<file path="src/rtl/mux_rr_arbiter.sv">
// rtl/mux_rr_arbiter.sv - round-robin burst arbiter driving a 4:1 mux into a one-entry output register
module mux_rr_arbiter #(
   parameter int WIDTH = 32,
   parameter int BURST = 4
) (
   input  logic             clk,
   input  logic             rst_n,
   input  logic [3:0]       req_valid,
   output logic [3:0]       req_ready,
   input  logic [WIDTH-1:0] a,
   input  logic [WIDTH-1:0] b,
   input  logic [WIDTH-1:0] c,
   input  logic [WIDTH-1:0] d,
   output logic [1:0]       sel,
   output logic             out_valid,
   input  logic             out_ready,
   output logic [WIDTH-1:0] out_data,
   output logic [1:0]       out_id
);

   localparam int CW = $clog2(BURST + 1);
   localparam logic [CW-1:0] BURST_C = CW'(BURST);

   localparam logic [0:0] ST_IDLE = 1'b0;
   localparam logic [0:0] ST_OWN  = 1'b1;

   logic [0:0]       st_q, st_d;
   logic [1:0]       owner_q, owner_d;
   logic [CW-1:0]    cnt_q, cnt_d;
   logic             out_valid_q;
   logic [WIDTH-1:0] out_data_q;
   logic [1:0]       out_id_q;

   logic             load_en;
   logic             any_req;
   logic             cont;
   logic             grant;
   logic [1:0]       gnt_id;
   logic [1:0]       winner;
   logic [1:0]       idx;
   logic             found;
   logic [WIDTH-1:0] sel_data;

   assign load_en = !out_valid_q || out_ready;
   assign any_req = |req_valid;
   // The current owner keeps the mux only while it still has data and budget left
   assign cont    = (st_q == ST_OWN) && req_valid[owner_q] && (cnt_q < BURST_C);

   // Rotating priority scan starting just after the last owner; old owner comes last
   always_comb begin
      winner = owner_q;
      found  = 1'b0;
      idx    = owner_q;
      for (int k = 1; k <= 4; k++) begin
         idx = owner_q + 2'(k);
         if (!found && req_valid[idx]) begin
            winner = idx;
            found  = 1'b1;
         end
      end
   end

   // Grant decision and next-state; release re-arbitrates in the same cycle (no bubble)
   always_comb begin
      grant   = 1'b0;
      gnt_id  = owner_q;
      st_d    = st_q;
      owner_d = owner_q;
      cnt_d   = cnt_q;
      if (load_en) begin
         if (cont) begin
            grant = 1'b1;
            cnt_d = cnt_q + CW'(1);
         end else if (any_req) begin
            grant   = 1'b1;
            gnt_id  = winner;
            owner_d = winner;
            cnt_d   = CW'(1);
            st_d    = (BURST > 1) ? ST_OWN : ST_IDLE;
         end else begin
            st_d = ST_IDLE;
         end
      end
   end

   // Handshake outputs are forced quiet while reset is held
   always_comb begin
      req_ready = 4'b0000;
      sel       = 2'd0;
      if (rst_n) begin
         sel = grant ? gnt_id : owner_q;
         if (grant) begin
            req_ready[gnt_id] = 1'b1;
         end
      end
   end

   // Data mux feeding only the output register
   always_comb begin
      sel_data = a;
      case (gnt_id)
         2'd0:    sel_data = a;
         2'd1:    sel_data = b;
         2'd2:    sel_data = c;
         default: sel_data = d;
      endcase
   end

   // Arbiter state and output register; a new capture overrides a pop
   always_ff @(posedge clk) begin
      if (!rst_n) begin
         st_q        <= ST_IDLE;
         owner_q     <= 2'd3;
         cnt_q       <= '0;
         out_valid_q <= 1'b0;
         out_data_q  <= '0;
         out_id_q    <= 2'd0;
      end else begin
         st_q    <= st_d;
         owner_q <= owner_d;
         cnt_q   <= cnt_d;
         if (grant) begin
            out_valid_q <= 1'b1;
            out_data_q  <= sel_data;
            out_id_q    <= gnt_id;
         end else if (out_ready) begin
            out_valid_q <= 1'b0;
         end
      end
   end

   assign out_valid = out_valid_q;
   assign out_data  = out_data_q;
   assign out_id    = out_id_q;

endmodule

</file>
<file path="config.mk">
export PLATFORM = sky130hd
export DESIGN_NAME = mux_rr_arbiter
export DESIGN_NICKNAME = d
export VERILOG_FILES = /design/src/rtl/mux_rr_arbiter.sv
export SDC_FILE = /design/constraint.sdc
export NUM_CORES = 1
export LEC_CHECK = 0
export BUFFER_PORTS_ARGS = -buffer_cell sky130_fd_sc_hd__buf_2
export CORE_ASPECT_RATIO = 1.25
export CORE_UTILIZATION = 41
export DETAILED_ROUTE_END_ITERATION = 10
export PLACE_DENSITY = 0.72
export RECOVER_POWER = 25
export SETUP_SLACK_MARGIN = 0.4
export SYNTH_ARGS = -nofsm -noshare
export SYNTH_HDL_FRONTEND = slang
export SYNTH_SLANG_ARGS = --single-unit
export TNS_END_PERCENT = 5
</file>
<file path="constraint.sdc">
create_clock -name clk -period 3.8 [get_ports clk]
set_input_delay 0.57 -clock clk [delete_from_list [all_inputs] [get_ports clk]]
set_output_delay 0.57 -clock clk [all_outputs]
set_load 0.02 [all_outputs]
</file>
# ---- Word level (Yosys, flattened, before mapping)
# Cells that the tools add are included.
dict set report word_totals {
  regBits 41
  out_inout_bits 41
  wordCells 69
  inputBits 135
}
dict set report classes {
  reduce_logical 17
  n_eq_ne 2
  magnitude_cmp 7
  bitwise 1
  n_mux 32
  add_sub_neg 4
}
# operator count
set ops {}
lappend ops {{32-bit case mux with 3 select lines} 1}
lappend ops {{2-bit two-way mux} 9}
lappend ops {{2-bit by 3-bit less-than comparator with 1-bit output, second input constant} 5}
lappend ops {{1-bit two-way mux} 13}
lappend ops {{1-bit binary-select mux with 2-bit select} 4}
lappend ops {{4-bit two-way mux} 2}
lappend ops {{1-bit logical AND} 6}
lappend ops {{3-bit two-way mux} 2}
lappend ops {{2-bit adder, second input constant} 2}
lappend ops {{1-bit zero test} 4}
lappend ops {{2-bit AND reduction} 2}
lappend ops {{2-bit nonzero test} 2}
lappend ops {{4-bit OR reduction} 1}
lappend ops {{3-bit by 1-bit adder with 3-bit output, second input constant} 1}
lappend ops {{3-bit less-than comparator, second input constant} 1}
lappend ops {{2-bit by 1-bit adder with 2-bit output, second input constant} 1}
lappend ops {{1-bit demux with 2-bit select} 1}
lappend ops {{2-bit by 1-bit == test with 1-bit output, second input constant} 1}
lappend ops {{2-bit == test, second input constant} 1}
lappend ops {{2-bit by 1-bit greater-or-equal comparator with 1-bit output, second input constant} 1}
lappend ops {{2-bit zero test} 1}
lappend ops {{1-bit logical OR} 1}
lappend ops {{1-bit inverter} 1}

# ---- Longest topological paths before layout
# Gate-level depths: netlist of run 1.
dict set report logic_depth {
  word_depth 22
  mapped_depth 11
  ltp_nobuf 6
}

# ---- Least setup slack after synthesis of run 1
# Ideal clock, no wire load.
dict set report synth_path {
  path_kind {input to output}
  from {input req_valid[1]}
  to {output req_ready[0]}
  arrival_time_ns 3.052
  path_stages 9
  slack_ns 0.178
  required_time_ns 3.230
  n_path_buf 4
  path_cell_list {buf_4 -> nor4_1 -> or2_0 -> clkbuf_1 -> or4_1 -> buf_4 -> o31a_1 -> buf_4 -> nor4b_1}
}
dict set report synth_via {
  elab_chain_len 21
  elab_cells_between_ends 37
  cone_classes {2 x order compare; 25 x mux; 10 x reduce/logical}
}
# element line
set synth_rtl {}
lappend synth_rtl {{start, declared} 8} ;# input logic [3:0] req_valid,
lappend synth_rtl {{1-bit binary-select mux with 2-bit select} 56} ;# if (!found && req_valid[idx]) begin
lappend synth_rtl {{1-bit two-way mux (implied by the code)} 56}
lappend synth_rtl {{1-bit two-way mux} 56}
lappend synth_rtl {{1-bit zero test} 56}
lappend synth_rtl {{1-bit logical AND} 56}
lappend synth_rtl {{1-bit two-way mux} 56}
lappend synth_rtl {{1-bit zero test} 56}
lappend synth_rtl {{1-bit logical AND} 56}
lappend synth_rtl {{(+5 left out)} n/a}
lappend synth_rtl {{2-bit two-way mux} n/a}
lappend synth_rtl {{2-bit two-way mux} 70} ;# if (load_en) begin
lappend synth_rtl {{2-bit by 3-bit less-than comparator with 1-bit output (implied by the code) / 2-bit by 1-bit greater-or-equal comparator with 1-bit output (equally long branches)} 93} ;# req_ready[gnt_id] = 1'b1;
lappend synth_rtl {{1-bit logical AND (implied by the code)} 93}
lappend synth_rtl {{1-bit two-way mux (implied by the code)} 93}
lappend synth_rtl {{1-bit demux with 2-bit select} 93}
lappend synth_rtl {{4-bit two-way mux *} 92} ;# if (grant) begin
lappend synth_rtl {{4-bit two-way mux *} 90} ;# if (rst_n) begin
lappend synth_rtl {{end, declared} 9} ;# output logic [3:0] req_ready,
# Mark *: on every way between the ends. The rest lies on a longest branch, timed or not. The select of a mux whose other input is x is not followed.

# ---- Worst setup path after layout of run 1
dict set report layout_path {
  from {input req_valid[2]}
  to {output req_ready[0]}
}
# The elaborated chain is that of the path after synthesis.

==> impl_results.md, run 1 <==
* Synthesized-area fraction occupied by adder cells at less than 1%
* Maximum operating frequency at slightly above 300 MHz
* M1 wire length at 4987 um
* Number of cells produced by synthesis at approximately 450
* Share of the synthesized area in the top cell type at between 20 and 25%
* Async SR Flop Fraction at 0%
* Synthesized area per cell at 8.092 um^2
* Synth Area in Compound Gates at 41.18%
* Pwr Density at about 420 nW/um^2
* Largest family of logic cells by synthesized area: compound AO/OA/AOI/OAI gates
* Clk_skew at 0.008787 ns
* IO buf count at 175
* RSZ-0062 raised after global routing: no
* Via density at ~5.8
* CP endpoint kind: output pin
* Post-synthesis mux area share at under 10%
* Leakage at 0.001933 uW
* Register Area at between 800 and 900 um^2
* Placer Congestion at 0.8863
* Top Layer Used: met4
* Ranking of synthesized cells by area: dfxtp_1, mux2i_1, a211o_1, o2bb2ai_1, nand2_1
* Post-DP HPWL at between 8000 and 9000 um
* IO Pins at 176
* Setup TNS at 0 ns
* CTS Sinks at 41
* Initial antenna violation count at 1
* Most frequent cells after synthesis: nand2_1, dfxtp_1, nor2b_1
* Synthesized flop and latch total at between 40 and 50
* Routed Antenna Nets at 0
* Post-Synth XOR/XNOR Area at 0%
* Worst vdd ir at between 0.00015 and 0.0002 V
* Die Ht at roughly 110 um
* CTS max path bufs at 2
* Leading area contributor after synthesis: dfxtp_1
* Die width at 86.20 um
* Fin nets at 730
* Multi-input logic area at 2624 um^2
* Bufs and invs on worst path at 2
* Final slew viol count at 0
* Via count at around 4100
* Drt total wl at about 12000 um
* Hold Slack at about 0.45 ns
* Routed met3 length at 711 um
* Layout cell share with drive strength beyond 1 at a little over a third
* Row cnt at 38
* Vias in the first global route at between 3000 and 4000
* Most common flop cell mapped by yosys: dfxtp_1
* Distinct cells, synth at 45
* DRC viols at 0
* Net Count, Synth at ~590
* GRT Total Usage at between 20 and 30%
* Post-CTS setup buffer count at 0
* Worst skew pair latency at about 0.3 ns
* Tmin final at roughly 3.3 ns
* FILL cells at a little under 900
* Total Die Area at around 9000 um^2
* DRT iter0 DRCs at 251
* WP data arrival at 2.68 ns
* Cts bufs inserted at 5
* Final hold violation count at 0
* Routed wl met2 at 5892 um
* Final setup viols at 0
* Tcrit/Tclk final at about 86%
* Sequential share of the synthesized area at a little under a quarter
* Rel. slew slack at between 30% and 40%
* Routed length per instance at ~17 um
* CP peak stage delay at around 0.48 ns
* Critical path type: input pin to output pin
* Status: completed
* Slowest CP cell: a2111oi_4
* Simple-gate area share of the yosys netlist at 19.28%
* Gr ovfl total at 0
* H-tree depth at 2
* CP Cell Sequence: buf_2 -> or3b_4 -> a2111oi_4 -> or4_4 -> mux2i_4 -> nor4b_2 -> buf_2
* Hold Path Class: flip-flop to flip-flop
* CP top delay family: simple AND/OR/NAND/NOR gates
* Area growth, synth to finish at 27.96%
* CTS tree: done
* Req. time, crit path at 3.23 ns
* Slew @ Worst Pin at between 0.9 and 1 ns
* CORE AREA at 8653 um^2
* Initial Utilization at 41.99%
* Max FO, Critical Path at 9
* Global-route wire length before repair at 18730 um
* Synth Warn # at 0
* Max cap viols at 0
* Clock slew at reported path FFs at approximately 0.070 ns
* Post-synth EDFFs at 0
* Largest net degree at the start of global routing at 70
* CP dominant cell by count: buf_2
* Syn Std Cell Area at between 3000 and 4000 um^2
* Most numerous cell in the Yosys netlist: nand2_1
* Critical path startpoint category: input pin
* Hold_buf cts at 0
* Clock root buffer: clkbuf_8
* First-pass DRT Iterations at 5
-- cell type report --
cell class | instances | area share [%]
clock inverter | 1 | 0.1076
multi-input combinational | 354 | 56.43
inverter | 1 | 0.08073
antenna | 1 | 0.05382
tap | 120 | 3.229
clock buffer | 5 | 1.480
timing repair buffer | 191 | 20.94
sequential | 41 | 17.68
-- through the flow --
| stage | area, um^2 | util [%] | setup WS (ns) | cells | total power [uW] |
|---|---|---|---|---|---|
| 5_1_grt | 4647 | 53.70 | 0.4016 | 713 | 2068 |
| 4_1_cts | 4669 | 53.96 | 0.4563 | 713 | 1954 |
| 3_5_place_dp | 4593 | 53.08 | 0.2857 | 707 | 1681 |
| 2_1_floorplan | 3640 | - | 0.2337 | 449 | 1343 |
| 6_report | 4649 | 53.73 | 0.5471 | 714 | 1942 |
| 3_3_place_gp | 4593 | 53.08 | 0.3764 | 707 | 1654 |
-- layer usage --
| metal | GRT usage (%) | vias up |
|---|---|---|
| met5 | 0 | - |
| met4 | 11.79 | 0 |
| met3 | 4.218 | 27 |
| met2 | 42.80 | 171 |
| met1 | 31.62 | 1906 |
| li1 | - | 2014 |
-- cell usage in the layout (no fill, tap or decap), types with 2 or more instances in the layout --
cell,instances
buf_2,157
nand2_1,73
dfxtp_1,40
nor2b_1,37
mux2i_1,34
a211oi_1,32
a211o_1,32
o2bb2ai_1,32
o21ai_1,25
clkbuf_1,18
a2111oi_0,17
buf_4,16
a2111oi_2,15
o21ai_0,9
nor2_1,5
clkbuf_8,5
nand3b_1,4
a21oi_1,3
and2_1,3
or3b_2,2
nor3_1,2
nor4_1,2
nor3b_1,2
nand2b_1,2
a22oi_1,2
-- registers in the layout, indices dropped and copies added (netlist names) --
name,cells
owner_q,2
st_q,1
out_id,2
out_valid,1
out_data,32
cnt_q,3
-- logic make-up (layout without fill, tap and decap cells) --
family                     after synthesis  in the layout
other                                    0              1
and+or+nand+nor                        138            138
adders and majority gates                1              1
DFF                                     41             41
buffers and inverters                   54            198
AOI/OAI and AO/OA                      180            180
muxes                                   35             35
-- final timing paths --
path         cells after the start  slack [ns]           end         start
max                              7        0.55  req_ready[0]  req_valid[2]
min                              2        0.45   out_data[2]   out_data[2]
max reg2reg                      7        0.77  out_data[17]    owner_q[1]
min reg2reg                      2        0.45   out_data[2]   out_data[2]
-- what timing repair did --
item	in CTS	in global routing
endpoints found under the setup margin	5	5
gates resized for setup	1	1
hold endpoints to repair	0	0
-- where the power goes --
group	internal, uW	total [uW]	switching [uW]
Clock	121	273	152
Sequential	515	567	51.3
Combinational	424	1100	679
-- worst reg2reg max path, delay by kind of cell (launching register included) --
kind / cells / cell delay, ns
AO/OA/AOI/OAI: 3 / 0.75
AND/OR/NAND/NOR: 1 / 0.26
multiplexers: 1 / 0.19
flip-flops: 1 / 0.43
buffers and inverters: 2 / 1.33
No activity file was read; power rests on OpenSTA's default activity.
==> run 2: changes to the inputs <==
==> constraint.sdc (replaced) <==
create_clock -name clk -period 3.8 [get_ports clk]
set_input_delay 0.57 -clock clk [delete_from_list [all_inputs] [get_ports clk]]
set_output_delay 0.57 -clock clk [all_outputs]
set_load 0.1 [all_outputs]
==> run 2 against run 1 <==
  * Clock skew fell by 0.0036 ns
  * Cell area rose by 4.0%
  * Via count rose by 1.6%
  * Critical path depth rose by 2
  * Core utilization rose by 2.2 points
  * Routed wire length rose by 1.1%
  * First-iteration DRC count fell by 42%
  * Combinational power rose by 54%
  * Setup slack got worse by 0.14 ns
  * Sequential share of layout area fell by 0.58 points
  * Cell count rose by 0.28%
  * Largest power group unchanged
  * Highest routed layer unchanged
==> impl_results.md, run 2 (synthesized netlist as in run 1, its figures left out) <==
* Max FFs per register at 32
* Fin nets at around 730
* CTS Sinks at about 40
* Leakage at around 0.0020 uW
* Final setup viols at 0
* GRT Total Usage at 25.51%
* CTS tree: done
* Final slew viol count at 0
* Fin worst setup slack at 0.4022 ns
* First-pass DRT Iterations at 7
* Die width at between 80 and 90 um
* Max cap viols at 0
* Tmin final at between 3 and 4 ns
* Hold Path Class: flip-flop to flip-flop
* Max FO, Critical Path at 9
* Hold_buf cts at 0
* Clk_skew at about 0.005 ns
* Clock root buffer: clkbuf_8
* Gr ovfl total at 0
* H-tree depth at 2
* Vias in the first global route at around 4000
* Worst vdd ir at about 0.00034 V
* RSZ-0062 raised after global routing: yes
* Via count at around 4200
* DRC viols at 0
* IO buf count at ~180
* Antenna cell count at 0
* Global-route wire length before repair at ~19000 um
* Critical path type: input pin to output pin
* CTS max path bufs at 2
* CORE AREA at 8653 um^2
* Pwr Density at around 530 nW/um^2
* Pwr Total at approximately 2600 uW
* Critical path startpoint category: input pin
* Slew @ Worst Pin at approximately 1.2 ns
* Drt total wl at between 10000 and 15000 um
* Final Util at 55.88%
* Final hold violation count at 0
* Placer Congestion at between 0.8 and 0.9
* DRT iter0 DRCs at between 100 and 150
* Status: completed
* Commonest non-fill, non-tap cell in the layout: buf_2
* Setup TNS at 0 ns
* Routed Antenna Nets at 0
* Die Ht at between 100 and 150 um
* Area growth, synth to finish at 33.09%
* Clock slew at reported path FFs at 0.08 ns
* Tcrit/Tclk final at between 80% and 90%
* Via density at between 5 and 6
* Row cnt at 38
* Worst slack, placed at around 0.25 ns
* Rel. slew slack at 19.04%
* Layout cell share with drive strength beyond 1 at around 37%
* Initial Utilization at 41.99%
* Post-DP HPWL at roughly 8700 um
* Most frequent cells in the layout: buf_2, nand2_1, dfxtp_1
* Worst skew pair latency at a little under 0.3 ns
* Routed length per instance at between 15 and 20 um
* Total Die Area at around 9000 um^2
* Cts bufs inserted at 5
* Largest net degree at the start of global routing at 65
* CP endpoint kind: output pin
* Initial antenna violation count at 0
* Maximum operating frequency at 294.3 MHz
* IO Pins at roughly 180
* Req. time, crit path at about 3.2 ns
* WP data arrival at 2.83 ns
* Reg2reg setup slack at ~0.94 ns
==> run 2: worst paths after layout <==
kind,startpoint,to,depth (start not counted)
setup / recovery,req_valid[1],req_ready[1],9
hold reg to reg,out_data[26],out_data[26],2
hold / removal,out_data[26],out_data[26],2
setup reg to reg,owner_q[0],out_data[4],7
==> run 2: critical path: stages <==
cell and delay [ns]:
clkbuf_1 0.34, nor4_1 0.17, or2_0 0.26, or4_4 0.50
nor4_4 0.31, nor2_1 0.08, buf_4 0.17, nor3b_4 0.22
buf_12 0.20
==> run 2: layout make-up <==
class	instances	area, um^2
Clock buffer	7	86.33
Fill cell	835	3817
Inverter	1	3.754
Multi-Input combinational cell	354	2689
Sequential cell	41	827.0
Tap cell	120	150.1
Timing Repair Buffer	193	1080
==> run 2: report_power, final <==
part           switching (uW)  leakage [uW]  internal [uW]
combinational            1210       0.00160            473
sequential               59.2      0.000341            516
clock                     151     0.0000443            144
==> run 2: metrics by stage <==
step / std cells / instance area (um^2) / hold WS [ns]
2_1_floorplan: 449 / 3727 / 0.4549
4_1_cts: 714 / 4840 / 0.4504
3_5_place_dp: 707 / 4736 / 0.4387
3_3_place_gp: 707 / 4736 / 0.4340
5_1_grt: 716 / 4836 / 0.4687
6_report: 716 / 4836 / 0.4496
==> run 2: what timing repair did <==
action                                 in CTS  in global routing
endpoints found under the hold margin       0                  0
gates resized for setup                     5                  1
setup endpoints to repair                   6                  4
buffers inserted                            0                  2
==> run 2: routing by layer <==
metal | part of all wire [%] | GRT usage (%) | vias to the layer above
met2 | 51 | 45.52 | 156
met5 | 0 | 0 | -
met1 | 41 | 30.80 | 1987
met4 | 2.7 | 9.405 | 0
met3 | 5.0 | 3.451 | 26
li1 | - | - | 2016
